`config.mk`:
```
export PLATFORM = sky130hd
export DESIGN_NAME = asrm_interrupt_ctrl_flat
export DESIGN_NICKNAME = d
export VERILOG_FILES = /design/src/rtl/asrm_interrupt_ctrl_pkg.sv /design/src/rtl/asrm_interrupt_ctrl_if.sv /design/src/rtl/asrm_int_stack.sv /design/src/rtl/asrm_interrupt_ctrl.sv /design/src/flat_wrapper.sv
export SDC_FILE = /design/constraint.sdc
export NUM_CORES = 1
export LEC_CHECK = 0
export ABC_AREA = 1
export CORE_MARGIN = 2
export CORE_UTILIZATION = 45
export CTS_BUF_LIST = sky130_fd_sc_hd__clkbuf_8
export DETAILED_ROUTE_END_ITERATION = 6
export GPL_ROUTABILITY_DRIVEN = 0
export GPL_TIMING_DRIVEN = 0
export HOLD_SLACK_MARGIN = 0.06
export PLACE_DENSITY = 0.73
export SETUP_SLACK_MARGIN = 0.1
export SLEW_MARGIN = 25
export SYNTH_ARGS = -nofsm -noshare
export SYNTH_HDL_FRONTEND = slang
export SYNTH_SLANG_ARGS = --single-unit
```
`constraint.sdc`:
```
create_clock -name clk -period 7.3 [get_ports clk]
set_clock_uncertainty 0.1 [all_clocks]
set_input_delay 1.825 -clock clk [delete_from_list [all_inputs] [get_ports clk]]
set_output_delay 1.825 -clock clk [all_outputs]
set_load 0.01 [all_outputs]
```
`src/rtl/asrm_interrupt_ctrl_pkg.sv`:
```
// Shared definitions for the ASRM interrupt controller: default sizes,
// the idle-level encoding, a clog2 helper and the stack operation type.
package asrm_interrupt_ctrl_pkg;

    localparam int WORDSIZE_DEF = 16;
    localparam int NB_INT_DEF   = 8;
    localparam int DEPTH_DEF    = 8;

    // Push and pop are mutually exclusive in any cycle.
    typedef enum logic [1:0] {
        STK_HOLD = 2'd0,
        STK_PUSH = 2'd1,
        STK_POP  = 2'd2
    } stack_op_e;

    // Ceiling log2, usable in constant parameter expressions.
    function automatic int asrm_clog2(input int n);
        int r = 0;
        while ((1 << r) < n) r = r + 1;
        return r;
    endfunction

    // The level value meaning "normal context, no interrupt in service".
    function automatic int int_idle(input int nb_int);
        return nb_int;
    endfunction

endpackage

```
`src/rtl/asrm_interrupt_ctrl_if.sv`:
```
// CPU-side bus of the interrupt controller; the controller uses the slave
// modport, the CPU (or a bench) uses the master modport.
interface asrm_interrupt_ctrl_if
    import asrm_interrupt_ctrl_pkg::*;
#(
    parameter int wordsize = WORDSIZE_DEF,
    parameter int nb_int   = NB_INT_DEF
);
    localparam int iw = asrm_clog2(nb_int);
    localparam int lw = asrm_clog2(nb_int + 1);

    logic [nb_int-1:0]   i_ext_int;
    logic [nb_int-1:0]   i_int_mask;
    logic [nb_int-1:0]   i_edge_sel;
    logic                i_rt_we;
    logic [iw-1:0]       i_rt_idx;
    logic [wordsize-1:0] i_rt_data;
    logic [wordsize-1:0] i_program_counter;
    logic                i_retint;
    logic                i_cpu_update;
    logic                o_int;
    logic [wordsize-1:0] o_out_routine;
    logic                o_ret_valid;
    logic [wordsize-1:0] o_ret_addr;
    logic [lw-1:0]       o_level;
    logic                o_overflow;

    modport master (
        output i_ext_int, i_int_mask, i_edge_sel, i_rt_we, i_rt_idx, i_rt_data,
               i_program_counter, i_retint, i_cpu_update,
        input  o_int, o_out_routine, o_ret_valid, o_ret_addr, o_level, o_overflow
    );

    modport slave (
        input  i_ext_int, i_int_mask, i_edge_sel, i_rt_we, i_rt_idx, i_rt_data,
               i_program_counter, i_retint, i_cpu_update,
        output o_int, o_out_routine, o_ret_valid, o_ret_addr, o_level, o_overflow
    );

endinterface

```
`src/rtl/asrm_int_stack.sv`:
```
// Return stack for nested interrupts; each entry holds {return PC, level}.
// The top entry reads as zero when the stack is empty.
module asrm_int_stack
    import asrm_interrupt_ctrl_pkg::*;
#(
    parameter int width = 20,
    parameter int depth = 8
) (
    input  logic             clk,
    input  logic             reset,
    input  logic             i_push,
    input  logic             i_pop,
    input  logic [width-1:0] i_in,
    output logic [width-1:0] o_top,
    output logic             o_full,
    output logic             o_empty
);
    localparam int cw = asrm_clog2(depth + 1);
    localparam int pw = (asrm_clog2(depth) > 0) ? asrm_clog2(depth) : 1;

    logic [width-1:0] r_mem [depth];
    logic [cw-1:0]    r_count;
    logic [pw-1:0]    w_wr_idx;
    logic [pw-1:0]    w_rd_idx;

    assign w_wr_idx = pw'(r_count);
    assign w_rd_idx = pw'(r_count - cw'(1));
    assign o_empty  = (r_count == '0);
    assign o_full   = (r_count == cw'(depth));
    assign o_top    = o_empty ? '0 : r_mem[w_rd_idx];

    // Occupancy count; reset empties the stack regardless of contents.
    always_ff @(posedge clk) begin
        if (!reset)
            r_count <= '0;
        else if (i_push && !o_full)
            r_count <= r_count + cw'(1);
        else if (i_pop && !o_empty)
            r_count <= r_count - cw'(1);
    end

    // Entry storage; contents beyond the count are never observed.
    always_ff @(posedge clk) begin
        if (i_push && !o_full)
            r_mem[w_wr_idx] <= i_in;
    end

endmodule

```
`src/rtl/asrm_interrupt_ctrl.sv`:
```
// Fixed-priority, nestable interrupt controller for the ASRM core.
// Line 0 has the highest priority; level == nb_int means normal context.
module asrm_interrupt_ctrl
    import asrm_interrupt_ctrl_pkg::*;
#(
    parameter int wordsize = WORDSIZE_DEF,
    parameter int nb_int   = NB_INT_DEF,
    parameter int depth    = DEPTH_DEF
) (
    input  logic                   clk,
    input  logic                   reset,
    asrm_interrupt_ctrl_if.slave   bus
);
    localparam int iw = asrm_clog2(nb_int);
    localparam int lw = asrm_clog2(nb_int + 1);
    localparam logic [lw-1:0] LEVEL_IDLE = lw'(int_idle(nb_int));

    logic [nb_int-1:0]      r_hist;
    logic [nb_int-1:0]      r_pending;
    logic [lw-1:0]          r_level;
    logic                   r_overflow;
    logic [wordsize-1:0]    r_table [nb_int];

    logic [nb_int-1:0]      w_rise;
    logic [nb_int-1:0]      w_req;
    logic [nb_int-1:0]      w_clear;
    logic [iw-1:0]          w_target;
    logic                   w_any_req;
    logic                   w_can_pre;
    logic                   w_full;
    logic                   w_empty;
    logic                   w_new_int;
    logic                   w_quit_int;
    stack_op_e              w_stack_op;
    logic                   w_push;
    logic                   w_pop;
    logic [wordsize+lw-1:0] w_stack_in;
    logic [wordsize+lw-1:0] w_stack_top;
    logic [lw-1:0]          w_ret_level;

    assign w_rise    = bus.i_ext_int & ~r_hist & bus.i_edge_sel;
    assign w_req     = (r_pending | (bus.i_ext_int & ~bus.i_edge_sel)) & bus.i_int_mask;
    assign w_any_req = |w_req;

    // Priority encoder: lowest requesting index wins.
    always_comb begin
        w_target = '0;
        for (int i = nb_int - 1; i >= 0; i--) begin
            if (w_req[i]) w_target = iw'(i);
        end
    end

    assign w_can_pre  = w_any_req && (lw'(w_target) < r_level);
    assign w_new_int  = bus.i_cpu_update && w_can_pre && !w_full;
    assign w_quit_int = bus.i_cpu_update && bus.i_retint && !w_new_int && !w_empty;

    // A new entry takes precedence over a return; the CPU replays retint later.
    always_comb begin
        w_stack_op = STK_HOLD;
        if (w_new_int)
            w_stack_op = STK_PUSH;
        else if (w_quit_int)
            w_stack_op = STK_POP;
    end

    assign w_push      = (w_stack_op == STK_PUSH);
    assign w_pop       = (w_stack_op == STK_POP);
    assign w_stack_in  = {bus.i_program_counter, r_level};
    assign w_ret_level = w_stack_top[lw-1:0];
    assign w_clear     = w_new_int ? (nb_int'(1) << w_target) : '0;

    assign bus.o_int         = w_new_int;
    assign bus.o_out_routine = w_any_req ? r_table[w_target] : '0;
    assign bus.o_ret_valid   = w_quit_int;
    assign bus.o_ret_addr    = w_stack_top[wordsize+lw-1:lw];
    assign bus.o_level       = r_level;
    assign bus.o_overflow    = r_overflow;

    // Edge history and pending latch; a coincident new edge beats the clear.
    always_ff @(posedge clk) begin
        if (!reset) begin
            r_hist    <= '0;
            r_pending <= '0;
        end else begin
            r_hist    <= bus.i_ext_int;
            r_pending <= (r_pending & ~w_clear) | w_rise;
        end
    end

    // Current priority level and the sticky refused-preemption flag.
    always_ff @(posedge clk) begin
        if (!reset) begin
            r_level    <= LEVEL_IDLE;
            r_overflow <= 1'b0;
        end else begin
            if (w_new_int)
                r_level <= lw'(w_target);
            else if (w_quit_int)
                r_level <= w_ret_level;
            if (bus.i_cpu_update && w_can_pre && w_full)
                r_overflow <= 1'b1;
        end
    end

    // Routine address table; out-of-range indices are ignored.
    always_ff @(posedge clk) begin
        if (!reset) begin
            for (int i = 0; i < nb_int; i++) r_table[i] <= '0;
        end else if (bus.i_rt_we && (int'(bus.i_rt_idx) < nb_int)) begin
            r_table[bus.i_rt_idx] <= bus.i_rt_data;
        end
    end

    asrm_int_stack #(
        .width (wordsize + lw),
        .depth (depth)
    ) u_stack (
        .clk     (clk),
        .reset   (reset),
        .i_push  (w_push),
        .i_pop   (w_pop),
        .i_in    (w_stack_in),
        .o_top   (w_stack_top),
        .o_full  (w_full),
        .o_empty (w_empty)
    );

endmodule

```
`src/flat_wrapper.sv`:
```
// flat-port wrapper written by rule: the top's interface ports become plain ports
module asrm_interrupt_ctrl_flat import asrm_interrupt_ctrl_pkg::*;
#(
    parameter int wordsize = WORDSIZE_DEF,
    parameter int nb_int   = NB_INT_DEF,
    parameter int depth    = DEPTH_DEF
)
  (clk, reset, bus_i_ext_int, bus_i_int_mask, bus_i_edge_sel, bus_i_rt_we, bus_i_rt_idx, bus_i_rt_data, bus_i_program_counter, bus_i_retint, bus_i_cpu_update, bus_o_int, bus_o_out_routine, bus_o_ret_valid, bus_o_ret_addr, bus_o_level, bus_o_overflow);
  asrm_interrupt_ctrl_if #(.wordsize(wordsize), .nb_int(nb_int)) bus_i ();
  input  logic clk;
  input  logic reset;
  input wire logic [$bits(bus_i.i_ext_int)-1:0] bus_i_ext_int;
  input wire logic [$bits(bus_i.i_int_mask)-1:0] bus_i_int_mask;
  input wire logic [$bits(bus_i.i_edge_sel)-1:0] bus_i_edge_sel;
  input wire logic [$bits(bus_i.i_rt_we)-1:0] bus_i_rt_we;
  input wire logic [$bits(bus_i.i_rt_idx)-1:0] bus_i_rt_idx;
  input wire logic [$bits(bus_i.i_rt_data)-1:0] bus_i_rt_data;
  input wire logic [$bits(bus_i.i_program_counter)-1:0] bus_i_program_counter;
  input wire logic [$bits(bus_i.i_retint)-1:0] bus_i_retint;
  input wire logic [$bits(bus_i.i_cpu_update)-1:0] bus_i_cpu_update;
  output wire logic [$bits(bus_i.o_int)-1:0] bus_o_int;
  output wire logic [$bits(bus_i.o_out_routine)-1:0] bus_o_out_routine;
  output wire logic [$bits(bus_i.o_ret_valid)-1:0] bus_o_ret_valid;
  output wire logic [$bits(bus_i.o_ret_addr)-1:0] bus_o_ret_addr;
  output wire logic [$bits(bus_i.o_level)-1:0] bus_o_level;
  output wire logic [$bits(bus_i.o_overflow)-1:0] bus_o_overflow;
  assign bus_i.i_ext_int = bus_i_ext_int;
  assign bus_i.i_int_mask = bus_i_int_mask;
  assign bus_i.i_edge_sel = bus_i_edge_sel;
  assign bus_i.i_rt_we = bus_i_rt_we;
  assign bus_i.i_rt_idx = bus_i_rt_idx;
  assign bus_i.i_rt_data = bus_i_rt_data;
  assign bus_i.i_program_counter = bus_i_program_counter;
  assign bus_i.i_retint = bus_i_retint;
  assign bus_i.i_cpu_update = bus_i_cpu_update;
  assign bus_o_int = bus_i.o_int;
  assign bus_o_out_routine = bus_i.o_out_routine;
  assign bus_o_ret_valid = bus_i.o_ret_valid;
  assign bus_o_ret_addr = bus_i.o_ret_addr;
  assign bus_o_level = bus_i.o_level;
  assign bus_o_overflow = bus_i.o_overflow;
  asrm_interrupt_ctrl #(.wordsize(wordsize), .nb_int(nb_int), .depth(depth)) u_core (.clk(clk), .reset(reset), .bus(bus_i));
endmodule
```
# ---- Yosys cells after proc, flatten, opt, wreduce, memory -nomap -nowiden
# Memory sizes are Yosys's and may differ from the RTL's.
# Cells that the tools add are included.
dict set report word_totals {
  regBits 25
  mem_bits_rw 288
  out_inout_bits 39
  elab_cells 67
  mem_count 2
}
dict set report op_classes {
  addsub 2
  n_lt_le_gt_ge 1
  eq_ne 3
  shifts 1
  muxes 26
  n_bitwise 10
  n_reduce_logical 17
}
# name words width rd rd_ports_with_merged_regs wr line
set mem_list {}
lappend mem_list {u_core.u_stack.r_mem 8 20 1 0 1 asrm_int_stack.sv:21} ;# logic [width-1:0] r_mem [depth];
lappend mem_list {u_core.r_table 8 16 1 0 8 asrm_interrupt_ctrl.sv:22} ;# logic [wordsize-1:0] r_table [nb_int];
# op count
set op_table {}
lappend op_table {{$and A8 B8 Y8} 5}
lappend op_table {{$mux W16} 2}
lappend op_table {{$mux W3} 9}
lappend op_table {{$not A8 Y8} 3}
lappend op_table {{$mux W20} 1}
lappend op_table {{$mux W4} 4}
lappend op_table {{$or A8 B8 Y8} 2}
lappend op_table {{$reduce_or A16 Y1} 1}
lappend op_table {{$logic_and A1 B1 Y1} 9}
lappend op_table {{$mux W8} 1}
lappend op_table {{$reduce_or A8 Y1} 1}
lappend op_table {{$shl A1 B3 Y8 const A} 1}
lappend op_table {{$mux W1} 7}
lappend op_table {{$add A4 B1 Y4 const B} 1}
lappend op_table {{$eq A4 B4 Y1 const B} 1}
lappend op_table {{$logic_not A4 Y1} 1}
lappend op_table {{$lt A3 B4 Y1} 1}
lappend op_table {{$mux W2} 2}
lappend op_table {{$reduce_bool A2 Y1} 2}
lappend op_table {{$sub A4 B1 Y4 const B} 1}
lappend op_table {{$logic_not A1 Y1} 3}
lappend op_table {{$eq A2 B1 Y1 const B} 1}
lappend op_table {{$eq A2 B2 Y1 const B} 1}

# ---- Logic depth before layout (Yosys ltp)
dict set report logic_depth {
  word_depth 25
  depth_mapped 21
}

# ---- Hierarchy
# From an unflattened synthesis, not the netlist that was laid out.
dict set report unflattened {
  hier_cells 1170
  hier_area_um2 13367.8
}
# mod n_inst cells_each area_per_inst_um2 seq_area_each_um2
set modules_own_cells {}
lappend modules_own_cells {asrm_int_stack 1 536 6849.1 4884.7}
lappend modules_own_cells {asrm_interrupt_ctrl 1 634 6518.8 4264.1}

# ---- Least setup slack after synthesis
# OpenSTA, ideal clock, no wires.
dict set report synth_path {
  path_type {input to register}
  start {input bus_i_ext_int[5]}
  end {memory u_core.u_stack.r_mem[6][0], enable pin}
  arrival_ps 5038
  required_ps 6778
  setup_slack_ps 1740
  cell_stages 15
  cell_sequence {inv_2 > nor2_1 > o21ai_1 > nand2_1 > nor2_1 > nor2_8 > buf_4 > ha_1 > inv_1 > o21ai_0 > a21oi_1 > nand3_4 > inv_2 > nand2_1 > nor3_1}
}
dict set report synth_via {
  elab_chain_cells 22
  elab_cells_between_ends 23
  cone_classes {1 x order compare; 1 x eq/ne; 10 x mux; 3 x bitwise; 8 x reduce/logical}
}
# element line
set synth_rtl {}
lappend synth_rtl {{from (decl)} flat_wrapper.sv:12} ;# input wire logic [$bits(bus_i.i_ext_int)-1:0] bus_i_ext_int;
lappend synth_rtl {{$and A8 B8 Y8 (*)} asrm_interrupt_ctrl.sv:42} ;# assign w_req = (r_pending | (bus.i_ext_int & ~bus.i_edge_sel)) & bus.i_int_mask;
lappend synth_rtl {{$or A8 B8 Y8 (*)} asrm_interrupt_ctrl.sv:42}
lappend synth_rtl {{$and A8 B8 Y8 (*)} asrm_interrupt_ctrl.sv:42}
lappend synth_rtl {{$mux W3 (6 in a row)} asrm_interrupt_ctrl.sv:49} ;# if (w_req[i]) w_target = iw'(i);
lappend synth_rtl {{$lt A3 B4 Y1} asrm_interrupt_ctrl.sv:53} ;# assign w_can_pre = w_any_req && (lw'(w_target) < r_level);
lappend synth_rtl {{$logic_and A1 B1 Y1 (*)} asrm_interrupt_ctrl.sv:53}
lappend synth_rtl {{$logic_and A1 B1 Y1 (*) (2 in a row)} asrm_interrupt_ctrl.sv:54} ;# assign w_new_int = bus.i_cpu_update && w_can_pre && !w_full;
lappend synth_rtl {{via bus_o_int} flat_wrapper.sv:21} ;# output wire logic [$bits(bus_i.o_int)-1:0] bus_o_int;
lappend synth_rtl {{$logic_not A1 Y1} asrm_interrupt_ctrl.sv:55} ;# assign w_quit_int = bus.i_cpu_update && bus.i_retint && !w_new_int && !w_empty;
lappend synth_rtl {{$logic_and A1 B1 Y1 (2 in a row)} asrm_interrupt_ctrl.sv:55}
lappend synth_rtl {{$mux W2} asrm_interrupt_ctrl.sv:62} ;# else if (w_quit_int)
lappend synth_rtl {{$mux W2 (*)} asrm_interrupt_ctrl.sv:60} ;# if (w_new_int)
lappend synth_rtl {{$eq A2 B1 Y1 (*)} asrm_interrupt_ctrl.sv:66} ;# assign w_push = (w_stack_op == STK_PUSH);
lappend synth_rtl {{$logic_and A1 B1 Y1 (*)} asrm_int_stack.sv:44} ;# if (i_push && !o_full)
lappend synth_rtl {{$mux W1 (*)} asrm_int_stack.sv:44}
lappend synth_rtl {{$mux W1 (not written as such) (*)} asrm_int_stack.sv:45} ;# r_mem[w_wr_idx] <= i_in;
lappend synth_rtl {{to (decl)} asrm_int_stack.sv:21}
# Mark *: on every way through the listed nets, which the timed path passes. The rest lies on a longest branch.

# ---- Worst setup path after layout
dict set report layout_path {
  start {input bus_i_edge_sel[1]}
  end {output bus_o_ret_valid}
}
dict set report layout_via {
  elab_chain_cells 13
  elab_cells_between_ends 14
  cone_classes {1 x order compare; 2 x mux; 4 x bitwise; 7 x reduce/logical}
}
# element line
set layout_rtl {}
lappend layout_rtl {{from (decl)} flat_wrapper.sv:14} ;# input wire logic [$bits(bus_i.i_edge_sel)-1:0] bus_i_edge_sel;
lappend layout_rtl {{$not A8 Y8 (*)} asrm_interrupt_ctrl.sv:42}
lappend layout_rtl {{$and A8 B8 Y8 (*)} asrm_interrupt_ctrl.sv:42}
lappend layout_rtl {{$or A8 B8 Y8 (*)} asrm_interrupt_ctrl.sv:42}
lappend layout_rtl {{$and A8 B8 Y8 (*)} asrm_interrupt_ctrl.sv:42}
lappend layout_rtl {{$mux W3 (2 in a row)} asrm_interrupt_ctrl.sv:49}
lappend layout_rtl {{$lt A3 B4 Y1} asrm_interrupt_ctrl.sv:53}
lappend layout_rtl {{$logic_and A1 B1 Y1 (*)} asrm_interrupt_ctrl.sv:53}
lappend layout_rtl {{$logic_and A1 B1 Y1 (*) (2 in a row)} asrm_interrupt_ctrl.sv:54}
lappend layout_rtl {{$logic_not A1 Y1 (*)} asrm_interrupt_ctrl.sv:55}
lappend layout_rtl {{$logic_and A1 B1 Y1 (*) (2 in a row)} asrm_interrupt_ctrl.sv:55}
lappend layout_rtl {{to (decl)} flat_wrapper.sv:23} ;# output wire logic [$bits(bus_i.o_ret_valid)-1:0] bus_o_ret_valid;
# Mark *: on every way between the ends. The rest lies on a longest branch, timed or not.

==> summary.txt <==
Clocking
  • Sink Count: 313
  • Clock transition at path regs: 0.06 ns
  • Hold_buf cts: 0
  • Clk root buf: clkbuf_8
  • Worst-Skew Late Latency: 0.59 ns
  • CTS tree: yes
  • TritonCTS Buffers: 50
  • Clock buffer depth: 3
  • H-tree lvl count: 2

Yosys
  • Seq/Total Area, Yosys: 70.2%
  • Synthesized area: 13,000 sq um
  • Yosys Warn Count: 0
  • Top-count cell post-synth: nor2_1
  • Post-synthesis cell count: 1,139
  • Mapped Nets: 1,207
  • Syn_area_per_cell: 11.4 sq um
  • Post-synth top cells: nor2_1 (301), edfxtp_1 (288), o21ai_0 (109)
  • Post-synth top area share: 66.3%
  • Synth cell types: 41
  • Number of synthesized flops with an enable pin: 288
  • Yosys top cell by area: edfxtp_1
  • Share of synthesized registers carrying an async set or reset: 0%
  • Synth top area cells: edfxtp_1 (66%), nor2_1 (8.7%), o21ai_0 (4.2%)
  • FF+latch count, synth: 313
  • Synth Flop Type: edfxtp_1

Critical path
  • Worst setup path class: in -> out
  • Bufs and invs on worst path: 6
  • Crit-path leading delay family: buffers and inverters
  • Critical-path top delay cell: clkdlybuf4s50_1
  • Crit-path max cell delay: 0.56 ns
  • Reg2reg path depth: 15
  • Worst path cell trace: clkdlybuf4s50_1 > nor2_1 > o21ai_2 > nand2_1 > nor2_4 > inv_2 > nor2_8 > buf_4 > ha_1 > inv_1 > o21ai_0 > a21oi_1 > nand3_4 > nand2_1 > inv_1 > clkdlybuf4s50_1
  • Max Fanout on Critical Path: 10
  • CP arrival: 5.09 ns
  • Critical Path RT: 5.38 ns
  • Worst path depth: 16
  • Startpoint Class: input port
  • Critical path endpoint category: output port

Global route
  • First-pass GRT wire length: 52.6 mm
  • Gr usage total: 22.6%
  • GRT overflow: 0
  • Largest net degree at the start of global routing: 21
  • Vias in the first global route: 9,407
  • Initial antenna violation count: 0

STA
  • Least-Margin Pin Slew: 0.995 ns
  • Final Cycle Share: 96.2%
  • Slew Limit Fails: 0
  • RSZ-0062 raised after global routing: false
  • Final setup violating endpoints: 0
  • Final hold violations: 0
  • Fin crit period: 7.02 ns
  • Worst rel slew slack: 33.5%
  • Fmax: 0.142 GHz
  • Final WS setup: 0.280 ns

Detailed routing
  • Vias post-DR: 9,454
  • Avg Vias per Cell: 5.47
  • Initial drt markers: 918
  • Avg WL per Cell: 19.9 um
  • DR pass1 iterations: 5
  • DR DRC count: 0
  • Antenna-violating nets left: 0
  • Final wirelength: 34.5 mm

Floorplanning
  • Initial Util: 45.6%
  • Rows: 62
  • Core area: 28,600 sq um
  • Die area: 30,400 sq um
  • Top-Level Pins: 103
  • Die height: 174 um
  • Die W: 174 um

Layout
  • Antenna cells: 0
  • Area grow syn2layout: 19.9%
  • Fin util: 54.6%
  • Share of layout cells above drive strength 1: 9.81%
  • Count of nets after finishing: 1,371

Power
  • Pwr Density: 334 nW/um^2
  • Pleak: 5.70 nW
  • Total power: 0.00522 W
  • Max rail drop VDD: 174 uV

Placement
  • Number of buffers added on ports: 101
  • Hpwl dp: 22.6 mm
  • Post-place setup slack: 0.0224 ns

Flow run
  • Maxcap violations: 0

Min path
  • Min-delay worst type: reg -> reg
  • Hold path depth: 2

Run status
  • Status: completed
[path summary, 6_finish.rpt]
path | to | start | slack, ns
max | bus_o_ret_valid | bus_i_edge_sel[1] | 0.28
min | u_core.bus.o_overflow$_SDFFE_PN0P_ | u_core.bus.o_overflow$_SDFFE_PN0P_ | 0.36
max reg2reg | u_core.u_stack.r_mem[6][12]$_DFFE_PP_ | u_core.r_pending[4]$_SDFF_PN0_ | 3.46
min reg2reg | u_core.bus.o_overflow$_SDFFE_PN0P_ | u_core.bus.o_overflow$_SDFFE_PN0P_ | 0.36
[routing by layer]
| layer | global-route usage [%] | wire length [um] | part of all wire (%) | up-vias |
|---|---|---|---|---|
| met5 | 0 | 0 | 0 | - |
| met4 | 8.51 | 1130 | 3.3 | 0 |
| met3 | 3.35 | 2690 | 7.8 | 86 |
| met2 | 39.9 | 17600 | 51 | 459 |
| met1 | 28.1 | 13000 | 38 | 4548 |
| li1 | - | - | - | 4361 |
[worst reg2reg max path: cells and delay by family (launching register included)]
kind | cells | cell delay [ns]
compound gates | 3 | 0.76
flops | 1 | 0.32
buf+inv | 5 | 0.83
fa+ha+maj | 1 | 0.19
simple gates | 6 | 1.36
[repair_timing]
item,CTS,global route
gates resized for setup,0,1
endpoints found under the setup margin,2,1
pin swaps,1,0
setup buffers,1,0
[area by class of cell]
type | count | area, sq um
fillers | 2436 | 13000
flip-flops and latches | 313 | 9150
multi-input cells | 696 | 3420
repair buffers | 112 | 1130
clock buffers | 54 | 743
well taps | 384 | 480
inverters | 71 | 267
plain buffers | 59 | 264
clock inverters | 40 | 186
[cells by family (layout without fill, tap and decap cells)]
family | Yosys count | count (layout) | synth area share [%]
simple gates | 454 | 454 | 14.6
fa+ha+maj | 4 | 4 | 0.384
buf+inv | 130 | 336 | 4.07
compound gates | 234 | 234 | 10.5
xor+xnor | 4 | 4 | 0.269
flops | 313 | 313 | 70.2
[power by group]
part | internal (W) | total, W | switching (W)
clock network | 0.000690 | 0.00138 | 0.000691
registers | 0.00212 | 0.00217 | 0.0000552
logic | 0.000603 | 0.00167 | 0.00107
[registers in the layout, summed over array words and instances (netlist names)]
name / count
u_core.u_stack.r_mem: 160
u_core.r_hist: 8
u_core.u_stack.r_count: 4
u_core.bus.o_level: 4
u_core.bus.o_overflow: 1
u_core.r_table: 128
u_core.r_pending: 8
[stage by stage]
stage	hold slack, ns	cells	setup TNS, ns	cell area, sq um
after floorplan	0.338	1139	0	13000
after global placement	0.344	1624	-26.01	14500
after detailed placement	0.356	1634	0	14700
after CTS	0.352	1729	0	15600
after global routing	0.383	1729	0	15600
final	0.356	1729	0	15600
[placed cells by master (no fill, tap or decap), types with 4 or more instances in the layout]
cell             netlist  layout
buf_2                 12      12
clkinv_2               0       5
buf_4                  3       8
a31oi_1               19      19
o22ai_1               44      44
clkbuf_1              39      39
o21ai_1               16      16
o21ai_0              109     109
o211ai_1               7       7
or2_2                 14      14
nor2_1               301     296
dfxtp_1               25      25
edfxtp_1             288     288
inv_1                 65      88
ha_1                   4       4
buf_6                  2       7
or2_0                  4       4
or2_1                 15      15
clkbuf_8               0      54
nand3b_1               5       5
clkinv_1               0       9
nand3_1               21      21
o2111ai_1             11      11
nand2_2                4       4
nand2_1               78      78
a21oi_1                9       9
nor2_4                 2       6
inv_2                  6       6
clkdlybuf4s50_1        0     101
o31ai_1                9       9
(Power assumes the default switching activity.)
